<file path="src/rtl/fc_layer_engine_if.sv">
// Bus bundle for the fully-connected layer engine: control handshake,
// input-buffer write port, weight/bias memory port, and result read-out.
//
// Ports (engine side, modport slave):
//   in : start, in_wr_en, in_wr_addr, in_wr_data, w_data, b_data, out_rd_addr
//   out: busy, done, w_addr, b_addr, out_rd_data, argmax, argmax_val
interface fc_layer_engine_if #(
    parameter int DATA_W = 16,
    parameter int IN_N   = 64,
    parameter int OUT_N  = 32
);
    localparam int IAW = $clog2(IN_N);
    localparam int WAW = $clog2(IN_N * OUT_N);
    localparam int NAW = $clog2(OUT_N);

    logic              start;
    logic              busy;
    logic              done;
    logic              in_wr_en;
    logic [IAW-1:0]    in_wr_addr;
    logic [DATA_W-1:0] in_wr_data;
    logic [WAW-1:0]    w_addr;
    logic [DATA_W-1:0] w_data;
    logic [NAW-1:0]    b_addr;
    logic [DATA_W-1:0] b_data;
    logic [NAW-1:0]    out_rd_addr;
    logic [DATA_W-1:0] out_rd_data;
    logic [NAW-1:0]    argmax;
    logic [DATA_W-1:0] argmax_val;

    modport slave (
        input  start, in_wr_en, in_wr_addr, in_wr_data,
        input  w_data, b_data, out_rd_addr,
        output busy, done, w_addr, b_addr,
        output out_rd_data, argmax, argmax_val
    );

    modport master (
        output start, in_wr_en, in_wr_addr, in_wr_data,
        output w_data, b_data, out_rd_addr,
        input  busy, done, w_addr, b_addr,
        input  out_rd_data, argmax, argmax_val
    );
endinterface

</file>
<file path="src/rtl/fc_layer_engine.sv">
// Fully-connected layer engine: one MAC per cycle over IN_N inputs for each
// of OUT_N neurons, fixed-point requantise, saturate, optional ReLU, argmax.
//
// Ports: clk, rst_n (async active-low), bus (fc_layer_engine_if.slave).
module fc_layer_engine #(
    parameter int DATA_W  = 16,
    parameter int FRAC_W  = 8,
    parameter int IN_N    = 64,
    parameter int OUT_N   = 32,
    parameter int MEM_LAT = 2,
    parameter int RELU_EN = 1
) (
    input  logic            clk,
    input  logic            rst_n,
    fc_layer_engine_if.slave bus
);
    localparam int IAW   = $clog2(IN_N);
    localparam int WAW   = $clog2(IN_N * OUT_N);
    localparam int NAW   = $clog2(OUT_N);
    localparam int ACC_W = 2 * DATA_W + IAW + 1;
    localparam int PRD_W = 2 * DATA_W;
    localparam int CW    = $clog2(IN_N + MEM_LAT + 1);

    localparam logic [CW-1:0]  LAST_CYC  = CW'(IN_N + MEM_LAT - 1);
    localparam logic [CW-1:0]  LAST_K    = CW'(IN_N - 1);
    localparam logic [CW-1:0]  FIRST_MAC = CW'(MEM_LAT);
    localparam logic [NAW-1:0] LAST_N    = NAW'(OUT_N - 1);

    localparam logic signed [ACC_W-1:0] SAT_HI =
        ACC_W'((64'sd1 <<< (DATA_W - 1)) - 64'sd1);
    localparam logic signed [ACC_W-1:0] SAT_LO = ~SAT_HI;

    typedef enum logic [1:0] {
        S_IDLE,
        S_RUN,
        S_STORE,
        S_FIN
    } state_t;

    state_t r_state;
    state_t w_next;
    logic   w_busy;
    logic   w_done;

    logic [NAW-1:0] r_n;
    logic [CW-1:0]  r_cyc;
    logic [WAW-1:0] r_w_addr;
    logic [NAW-1:0] r_b_addr;

    logic signed [ACC_W-1:0]  r_acc;
    logic signed [DATA_W-1:0] r_max_val;
    logic [NAW-1:0]           r_max_idx;
    logic [NAW-1:0]           r_argmax;
    logic [DATA_W-1:0]        r_argmax_val;

    logic [DATA_W-1:0] r_in_buf  [2**IAW];
    logic [DATA_W-1:0] r_out_buf [2**NAW];

    logic [IAW-1:0]           w_k;
    logic signed [PRD_W-1:0]  w_prod;
    logic signed [ACC_W-1:0]  w_prod_ext;
    logic signed [ACC_W-1:0]  w_bias_ext;
    logic signed [ACC_W-1:0]  w_shift;
    logic signed [DATA_W-1:0] w_sat;
    logic signed [DATA_W-1:0] w_res;
    logic                     w_take_max;
    logic signed [DATA_W-1:0] w_max_val;
    logic [NAW-1:0]           w_max_idx;

    // Data arriving now belongs to the address issued MEM_LAT cycles ago.
    assign w_k        = IAW'(r_cyc - FIRST_MAC);
    assign w_prod     = $signed(r_in_buf[w_k]) * $signed(bus.w_data);
    assign w_prod_ext = {{(ACC_W - PRD_W){w_prod[PRD_W-1]}}, w_prod};
    assign w_bias_ext = {{(ACC_W - DATA_W - FRAC_W){bus.b_data[DATA_W-1]}},
                         bus.b_data, {FRAC_W{1'b0}}};
    assign w_shift    = r_acc >>> FRAC_W;

    always_comb begin
        w_sat = w_shift[DATA_W-1:0];
        if (w_shift > SAT_HI) begin
            w_sat = SAT_HI[DATA_W-1:0];
        end else if (w_shift < SAT_LO) begin
            w_sat = SAT_LO[DATA_W-1:0];
        end
        w_res = w_sat;
        if (RELU_EN != 0 && w_sat[DATA_W-1]) begin
            w_res = '0;
        end
    end

    // Strictly-greater update keeps the lowest index on ties.
    assign w_take_max = (r_n == '0) || (w_res > r_max_val);
    assign w_max_val  = w_take_max ? w_res : r_max_val;
    assign w_max_idx  = w_take_max ? r_n : r_max_idx;

    always_comb begin
        w_next = r_state;
        w_busy = 1'b0;
        w_done = 1'b0;
        unique case (r_state)
            S_IDLE: begin
                if (bus.start) w_next = S_RUN;
            end
            S_RUN: begin
                w_busy = 1'b1;
                if (r_cyc == LAST_CYC) w_next = S_STORE;
            end
            S_STORE: begin
                w_busy = 1'b1;
                w_next = (r_n == LAST_N) ? S_FIN : S_RUN;
            end
            S_FIN: begin
                w_done = 1'b1;
                w_next = S_IDLE;
            end
            default: w_next = S_IDLE;
        endcase
    end

    always_ff @(posedge clk or negedge rst_n) begin
        if (!rst_n) begin
            r_state      <= S_IDLE;
            r_n          <= '0;
            r_cyc        <= '0;
            r_w_addr     <= '0;
            r_b_addr     <= '0;
            r_acc        <= '0;
            r_max_val    <= '0;
            r_max_idx    <= '0;
            r_argmax     <= '0;
            r_argmax_val <= '0;
        end else begin
            r_state <= w_next;
            unique case (r_state)
                S_IDLE: begin
                    if (bus.start) begin
                        r_n       <= '0;
                        r_cyc     <= '0;
                        r_w_addr  <= '0;
                        r_b_addr  <= '0;
                        r_max_val <= '0;
                        r_max_idx <= '0;
                    end
                end
                S_RUN: begin
                    r_cyc <= (r_cyc == LAST_CYC) ? '0 : r_cyc + CW'(1);
                    if (r_cyc < LAST_K) begin
                        r_w_addr <= r_w_addr + WAW'(1);
                    end
                    // First returned word also brings the bias in.
                    if (r_cyc == FIRST_MAC) begin
                        r_acc <= w_bias_ext + w_prod_ext;
                    end else if (r_cyc > FIRST_MAC) begin
                        r_acc <= r_acc + w_prod_ext;
                    end
                end
                S_STORE: begin
                    r_max_val <= w_max_val;
                    r_max_idx <= w_max_idx;
                    if (r_n == LAST_N) begin
                        r_argmax     <= w_max_idx;
                        r_argmax_val <= w_max_val;
                    end else begin
                        r_n      <= r_n + NAW'(1);
                        r_w_addr <= r_w_addr + WAW'(1);
                        r_b_addr <= r_b_addr + NAW'(1);
                    end
                end
                default: ;
            endcase
        end
    end

    always_ff @(posedge clk) begin
        if (bus.in_wr_en && !w_busy) begin
            r_in_buf[bus.in_wr_addr] <= bus.in_wr_data;
        end
    end

    always_ff @(posedge clk) begin
        if (r_state == S_STORE) begin
            r_out_buf[r_n] <= w_res;
        end
    end

    assign bus.busy        = w_busy;
    assign bus.done        = w_done;
    assign bus.w_addr      = r_w_addr;
    assign bus.b_addr      = r_b_addr;
    assign bus.out_rd_data = r_out_buf[bus.out_rd_addr];
    assign bus.argmax      = r_argmax;
    assign bus.argmax_val  = r_argmax_val;
endmodule

</file>
<file path="src/flat_wrapper.sv">
// flat-port wrapper written by rule: the top's interface ports become plain ports
module fc_layer_engine_flat 
#(
    parameter int DATA_W  = 16,
    parameter int FRAC_W  = 8,
    parameter int IN_N    = 64,
    parameter int OUT_N   = 32,
    parameter int MEM_LAT = 2,
    parameter int RELU_EN = 1
)
  (clk, rst_n, bus_start, bus_in_wr_en, bus_in_wr_addr, bus_in_wr_data, bus_w_data, bus_b_data, bus_out_rd_addr, bus_busy, bus_done, bus_w_addr, bus_b_addr, bus_out_rd_data, bus_argmax, bus_argmax_val);
  fc_layer_engine_if #(.DATA_W(DATA_W), .IN_N(IN_N), .OUT_N(OUT_N)) bus_i ();
  input  logic clk;
  input  logic rst_n;
  input wire logic [$bits(bus_i.start)-1:0] bus_start;
  input wire logic [$bits(bus_i.in_wr_en)-1:0] bus_in_wr_en;
  input wire logic [$bits(bus_i.in_wr_addr)-1:0] bus_in_wr_addr;
  input wire logic [$bits(bus_i.in_wr_data)-1:0] bus_in_wr_data;
  input wire logic [$bits(bus_i.w_data)-1:0] bus_w_data;
  input wire logic [$bits(bus_i.b_data)-1:0] bus_b_data;
  input wire logic [$bits(bus_i.out_rd_addr)-1:0] bus_out_rd_addr;
  output wire logic [$bits(bus_i.busy)-1:0] bus_busy;
  output wire logic [$bits(bus_i.done)-1:0] bus_done;
  output wire logic [$bits(bus_i.w_addr)-1:0] bus_w_addr;
  output wire logic [$bits(bus_i.b_addr)-1:0] bus_b_addr;
  output wire logic [$bits(bus_i.out_rd_data)-1:0] bus_out_rd_data;
  output wire logic [$bits(bus_i.argmax)-1:0] bus_argmax;
  output wire logic [$bits(bus_i.argmax_val)-1:0] bus_argmax_val;
  assign bus_i.start = bus_start;
  assign bus_i.in_wr_en = bus_in_wr_en;
  assign bus_i.in_wr_addr = bus_in_wr_addr;
  assign bus_i.in_wr_data = bus_in_wr_data;
  assign bus_i.w_data = bus_w_data;
  assign bus_i.b_data = bus_b_data;
  assign bus_i.out_rd_addr = bus_out_rd_addr;
  assign bus_busy = bus_i.busy;
  assign bus_done = bus_i.done;
  assign bus_w_addr = bus_i.w_addr;
  assign bus_b_addr = bus_i.b_addr;
  assign bus_out_rd_data = bus_i.out_rd_data;
  assign bus_argmax = bus_i.argmax;
  assign bus_argmax_val = bus_i.argmax_val;
  fc_layer_engine #(.DATA_W(DATA_W), .FRAC_W(FRAC_W), .IN_N(IN_N), .OUT_N(OUT_N), .MEM_LAT(MEM_LAT), .RELU_EN(RELU_EN)) u_core (.clk(clk), .rst_n(rst_n), .bus(bus_i));
endmodule
</file>
<file path="config.mk">
export PLATFORM = sky130hd
export DESIGN_NAME = fc_layer_engine_flat
export DESIGN_NICKNAME = d
export VERILOG_FILES = /design/src/rtl/fc_layer_engine_if.sv /design/src/rtl/fc_layer_engine.sv /design/src/flat_wrapper.sv
export SDC_FILE = /design/constraint.sdc
export NUM_CORES = 2
export LEC_CHECK = 0
export BUFFER_PORTS_ARGS = -buffer_cell sky130_fd_sc_hd__buf_2
export CORE_ASPECT_RATIO = 1.75
export CORE_UTILIZATION = 61
export CTS_BUF_LIST = sky130_fd_sc_hd__clkbuf_16
export DETAILED_ROUTE_END_ITERATION = 10
export HOLD_SLACK_MARGIN = 0.03
export PLACE_DENSITY = 0.81
export SLEW_MARGIN = 20
export SYNTH_ARGS = -nofsm -noshare
export SYNTH_HDL_FRONTEND = slang
export SYNTH_SLANG_ARGS = --single-unit
</file>
<file path="constraint.sdc">
create_clock -name clk -period 12.7 [get_ports clk]
set_clock_uncertainty 0.1 [all_clocks]
set_input_delay 0.635 -clock clk [delete_from_list [all_inputs] [get_ports clk]]
set_output_delay 0.635 -clock clk [all_outputs]
set_load 0.05 [all_outputs]
</file>
Word level (Yosys, flattened, before mapping)

Memory sizes are Yosys's and may differ from the RTL's.
Index checks and enable logic that the tools add are counted.

Mux-type cells: 32
Magnitude comparators: 5
Reduce and logical (&&, ||, !) cells: 17
Eq/ne operators: 10
Multiply operators: 1
$add $sub $neg: 7

Operators by type and width:

| operator                                                                          | count |
|---|---|
| 39-bit two-way mux                                                                | 2 |
| 16-bit two-way mux                                                                | 4 |
| 39-bit by 32-bit adder with 39-bit output                                         | 1 |
| 24-bit by 32-bit adder with 33-bit output                                         | 1 |
| 11-bit two-way mux                                                                | 3 |
| 11-bit case mux with 3 select lines                                               | 1 |
| 16-bit by 16-bit multiplier with 32-bit output                                    | 1 |
| 16-bit case mux with 2 select lines                                               | 1 |
| 31-bit by 16-bit greater-than comparator with 1-bit output, second input constant | 1 |
| 31-bit by 16-bit less-than comparator with 1-bit output, second input constant    | 1 |
| 5-bit case mux with 2 select lines                                                | 3 |
| 5-bit two-way mux                                                                 | 4 |
| 16-bit greater-than comparator                                                    | 1 |
| 15-bit two-way mux                                                                | 1 |
| 7-bit two-way mux                                                                 | 2 |
| 7-bit case mux with 2 select lines                                                | 1 |
| 11-bit by 1-bit adder with 11-bit output, second input constant                   | 1 |
| 5-bit by 1-bit adder with 5-bit output, second input constant                     | 2 |
| 2-bit AND reduction                                                               | 5 |
| 2-bit case mux with 4 select lines                                                | 1 |
| 7-bit by 1-bit adder with 7-bit output, second input constant                     | 1 |
| 7-bit by 2-bit == test with 1-bit output, second input constant                   | 1 |
| 7-bit == test, second input constant                                              | 1 |
| 7-bit by 2-bit greater-than comparator with 1-bit output, second input constant   | 1 |
| 19 further kinds                                                                  | 31 |

RAM bits: 1504
Bits in registers: 111
Output and inout port bits: 55
Word-level logic and storage cells: 84
Memories: 2

Memory list:

| memory           | words | width | read ports | clocked after Yosys merged registers in | wr ports | RTL line              | text |
|---|---|---|---|---|---|---|---|
| u_core.r_in_buf  | 64    | 16    | 1          | 0                                       | 1        | fc_layer_engine.sv:56 | `logic [DATA_W-1:0] r_in_buf [2**IAW];` |
| u_core.r_out_buf | 32    | 15    | 1          | 0                                       | 1        | fc_layer_engine.sv:57 | `logic [DATA_W-1:0] r_out_buf [2**NAW];` |

Depth between registers and ports, before layout

Word-level depth: 8
Mapped depth: 48

Worst setup path before layout

Ideal clock, no wire load.

Path kind: reg-to-reg
Start: register u_core.r_cyc[1]
End: register u_core.r_acc[30]
Arrival time: 10.563 ns
Library setup time: 0.132 ns
Period minus slack after synthesis: 10.795 ns
Required time: 12.468 ns
Path buffers: 7
Cell stages (with the launch flop): 47
Slack: 1.905 ns
Path through: dfrtp_1 -> buf_2 -> buf_2 -> buf_2 -> buf_1 -> inv_1 -> ha_1 -> xor2_2 -> buf_4 -> mux4_2 -> nor2b_1 -> a211oi_1 -> a21oi_2 -> buf_2 -> nand2_1 -> inv_1 -> fa_1 -> inv_1 -> [11 not listed] -> nor3b_1 -> o311ai_2 -> a311oi_2 -> nor2_1 -> a21o_1 -> a21oi_1 -> xnor2_1 -> ha_1 -> buf_6 -> a21o_1 -> a21o_1 -> a21oi_1 -> nor3b_1 -> o21bai_1 -> a21oi_1 -> xnor2_1 -> a2bb2oi_1 -> o21ai_1

Longest elaborated chain between the ends: 6

Ends and longest elaborated chain:

| what                                           | RTL line               | text |
|---|---|---|
| start: declaration                             | fc_layer_engine.sv:46  | `logic [CW-1:0] r_cyc;` |
| start signal: assignment                       | fc_layer_engine.sv:146 | `r_cyc <= (r_cyc == LAST_CYC) ? '0 : r_cyc + CW'(1);` |
| 6-bit by 2-bit subtractor with 6-bit output    | fc_layer_engine.sv:71  | `assign w_k = IAW'(r_cyc - FIRST_MAC);` |
| memory read 64 x 16 bit                        | -                      |  |
| 16-bit by 16-bit multiplier with 32-bit output | fc_layer_engine.sv:72  | `assign w_prod = $signed(r_in_buf[w_k]) * $signed(bus.w_data);` |
| 39-bit by 32-bit adder with 39-bit output      | fc_layer_engine.sv:154 | `r_acc <= r_acc + w_prod_ext;` |
| 39-bit two-way mux                             | fc_layer_engine.sv:153 | `end else if (r_cyc > FIRST_MAC) begin` |
| 39-bit two-way mux                             | fc_layer_engine.sv:151 | `if (r_cyc == FIRST_MAC) begin` |
| end signal: assignment                         | fc_layer_engine.sv:152 | `r_acc <= w_bias_ext + w_prod_ext;` |
| end signal: assignment                         | fc_layer_engine.sv:154 |  |
| end: declaration                               | fc_layer_engine.sv:50  | `logic signed [ACC_W-1:0] r_acc;` |

Parallel ways exist; a longest one is shown, timed or not. The select of a mux whose other input is x is not followed.
A chain may end at the register's enable or synchronous reset.

Final worst setup path

Start: register u_core.r_cyc[0]
End: register u_core.r_acc[35]

The elaborated chain is that of the path after synthesis.

==> flow_summary.json <==
{
  "synth-main-ff-cell": "edfxtp_1",
  "max_freq_mhz": 84.8,
  "synth_cell_type_count": 86,
  "start_util": 0.615,
  "synthToLayoutAreaGrowth_pct": 10.6,
  "place.gp.congestion": 0.909,
  "clock_tree.buffer_depth": 3,
  "grt_pass1_wl_um": 288000,
  "timing.critical_path.mode_cell": "fa_1",
  "worst_path_max_delay_cell": "dfrtp_4",
  "crit_type": "flip-flop to flip-flop",
  "syn-cell-area_mm2": 0.0763,
  "die_width_um": 269,
  "cp-end-kind": "flip-flop",
  "maxCapViolCount": 0,
  "setup_violations": 0,
  "vias_per_cell": 6.59,
  "grtUsageTotal": 0.315,
  "final.fill_count": 7686,
  "clock_tree_from_tritoncts": "built",
  "multi_input_comb_area_mm2": 0.0263,
  "cp_slowest_stage_delay_ps": 910,
  "finalCriticalPeriod_ps": 11800,
  "post_cts_buffers": 0,
  "cts_buffers": 138,
  "ctsHtreeMaxLevel": 4,
  "gr-total-overflow": 0,
  "design.core.area_mm2": 0.124,
  "ys_async_sr_fraction": 0.0687,
  "fin_tns_setup_ps": 0,
  "worst-endpoint-required_ps": 13250,
  "hpwl_um": 123000,
  "final_layout_size_suffix_gt1_frac": 0.216,
  "clkTransAtPathRegs_ps": 70,
  "report.final.hold_viol_count": 0,
  "timing_max_transition_violations_final": 0,
  "antenna_violating_nets_post_route": 0,
  "grt_start_max_net_pins": 121,
  "layout.area.seq_mm2": 0.0479,
  "port_buffers": 116,
  "synthesis.nets": 4970,
  "max_slew_margin": 0.185,
  "postRouteWirelength_um": 195000,
  "timing.hold.worst.class": "primary input to flip-flop",
  "vias": 42500,
  "grt_antenna_before_repair": 21,
  "cts.sink_count": 1615,
  "critPathLaunchType": "flip-flop",
  "fin_nets": 5202,
  "worst-slew-pin-transition_ps": 1220,
  "cts_resized": 0,
  "remaining_drc_errors": 0,
  "syn_inst": 4466,
  "synth-seq-area-share": 0.628,
  "layout_commonest_cell": "edfxtp_1",
  "status": "completed",
  "timing.critical_path.arrival_ps": 12350,
  "synthesis.area_per_instance_um2": 17.1,
  "yosysWarnings": 0,
  "cts_hold_buf": 1,
  "largest_delay_contributor_family_on_the_critical_path": "compound AO/OA/AOI/OAI gates",
  "wire_per_inst_um": 30.2,
  "boundaryPins": 118,
  "drt_iter0_markers": 4340,
  "synth-edff-count": 1504,
  "root_buffer": "clkbuf_16",
  "fin_crit_sh": 0.929,
  "synth-seq-cells": 1615,
  "die_y_um": 470,
  "grt_setup_unrepaired": "false",
  "vias_in_the_first_global_route": 45100,
  "drt_pre_antenna_iters": 6,
  "fp.dieArea_mm2": 0.127,
  "clkLatencyLatePin_ps": 780,
  "final_cell_mix": "edfxtp_1 (1504), mux4_2 (470), inv_1 (362), fa_1 (264), nand2_1 (234)",
  "top_fanout_value_on_the_critical_path": 33,
  "rows": 171,
  "worst-path-buf-inv": 6
}
==> flip-flops by register name (all words and copies together), names as in the netlist <==
name and cells:
u_core.bus.argmax 5, u_core.bus.argmax_val 16, u_core.bus.b_addr 5, u_core.bus.w_addr 11
u_core.r_acc 39, u_core.r_cyc 7, u_core.r_in_buf 1024, u_core.r_max_idx 5
u_core.r_max_val 16, u_core.r_n 5, u_core.r_out_buf 480, u_core.r_state 2
==> worst reg2reg max path: cells and delay by family (launching register included) <==
| kind | cells | cell delay, ps |
|---|---|---|
| and+or+nand+nor | 5 | 940 |
| DFF | 1 | 910 |
| muxes | 2 | 1100 |
| xor gates and xnor gates | 1 | 210 |
| adders and majority gates | 8 | 3670 |
| buffers and inverters | 6 | 980 |
| AOI/OAI and AO/OA | 17 | 3770 |
==> final timing paths <==
check	start	endpoint	slack, ps	cells past startpoint
max	u_core.r_cyc[0]	u_core.r_acc[35]	900	39
min	bus_in_wr_data[9]	u_core.r_in_buf[21][9]	190	1
max reg2reg	u_core.r_cyc[0]	u_core.r_acc[35]	900	39
min reg2reg	u_core.bus.argmax_val[13]	u_core.bus.argmax_val[13]	390	2
max in group asynchronous	rst_n	u_core.r_acc[38]	10710	3
min in group asynchronous	rst_n	u_core.bus.b_addr[4]	390	2
==> Yosys cell counts, types with 29 or more instances <==
library cell  count  area, um^2
edfxtp_1       1504       45200
mux4_2          470       10600
inv_1           351        1320
fa_1            264        5290
nand2_1         234         878
nor2_1          210         788
ha_1            177        2210
and2_1          152         951
a21oi_1         140         701
clkbuf_1        111         417
dfrtp_1         111        2780
o21ai_0          75         375
xnor2_1          53         464
buf_2            46         230
nor3_1           43         215
nand3_1          41         205
a21o_1           40         300
nor2b_1          29         181
==> metal layers <==
layer / global-route usage / up-vias / share of wire
met5: 0 / - / 0.00088
met1: 0.341 / 21800 / 0.32
met3: 0.0546 / 780 / 0.071
li1: - / 17500 / -
met4: 0.214 / 22 / 0.080
met2: 0.561 / 2437 / 0.53
==> through the flow <==
step	area [um^2]	hold slack (ps)	std cells	utilization	setup WS (ps)
CTS	84300	186	6451	0.679	709
detailed placement	79600	374	6198	0.641	724
global placement	79500	365	6198	0.641	811
finish	84400	192	6459	0.680	902
floorplan	76300	239	4466	-	1910
global route	84400	164	6456	0.680	324
==> kinds of logic after synthesis <==
| family | after synthesis | share of synthesized area |
|---|---|---|
| mux | 510 | 0.144 |
| simple gates | 790 | 0.0494 |
| xor+xnor | 80 | 0.00928 |
| compound gates | 479 | 0.0415 |
| buf+inv | 550 | 0.0291 |
| fa+ha+maj | 441 | 0.0983 |
| flops | 1615 | 0.628 |
| other cells | 1 | 0.0000491 |
==> cell type report <==
class                      count  area share
multi-input combinational   2301       0.311
timing repair buffer         291      0.0245
clock buffer                 140      0.0415
inverter                     351      0.0156
sequential                  1615       0.568
antenna                        6    0.000178
tap                         1643      0.0244
clock inverter               112      0.0143
Power is left out: the tool's default activity adds up to more than one toggle a clock period on the data nets, which glitch-free logic cannot reach.
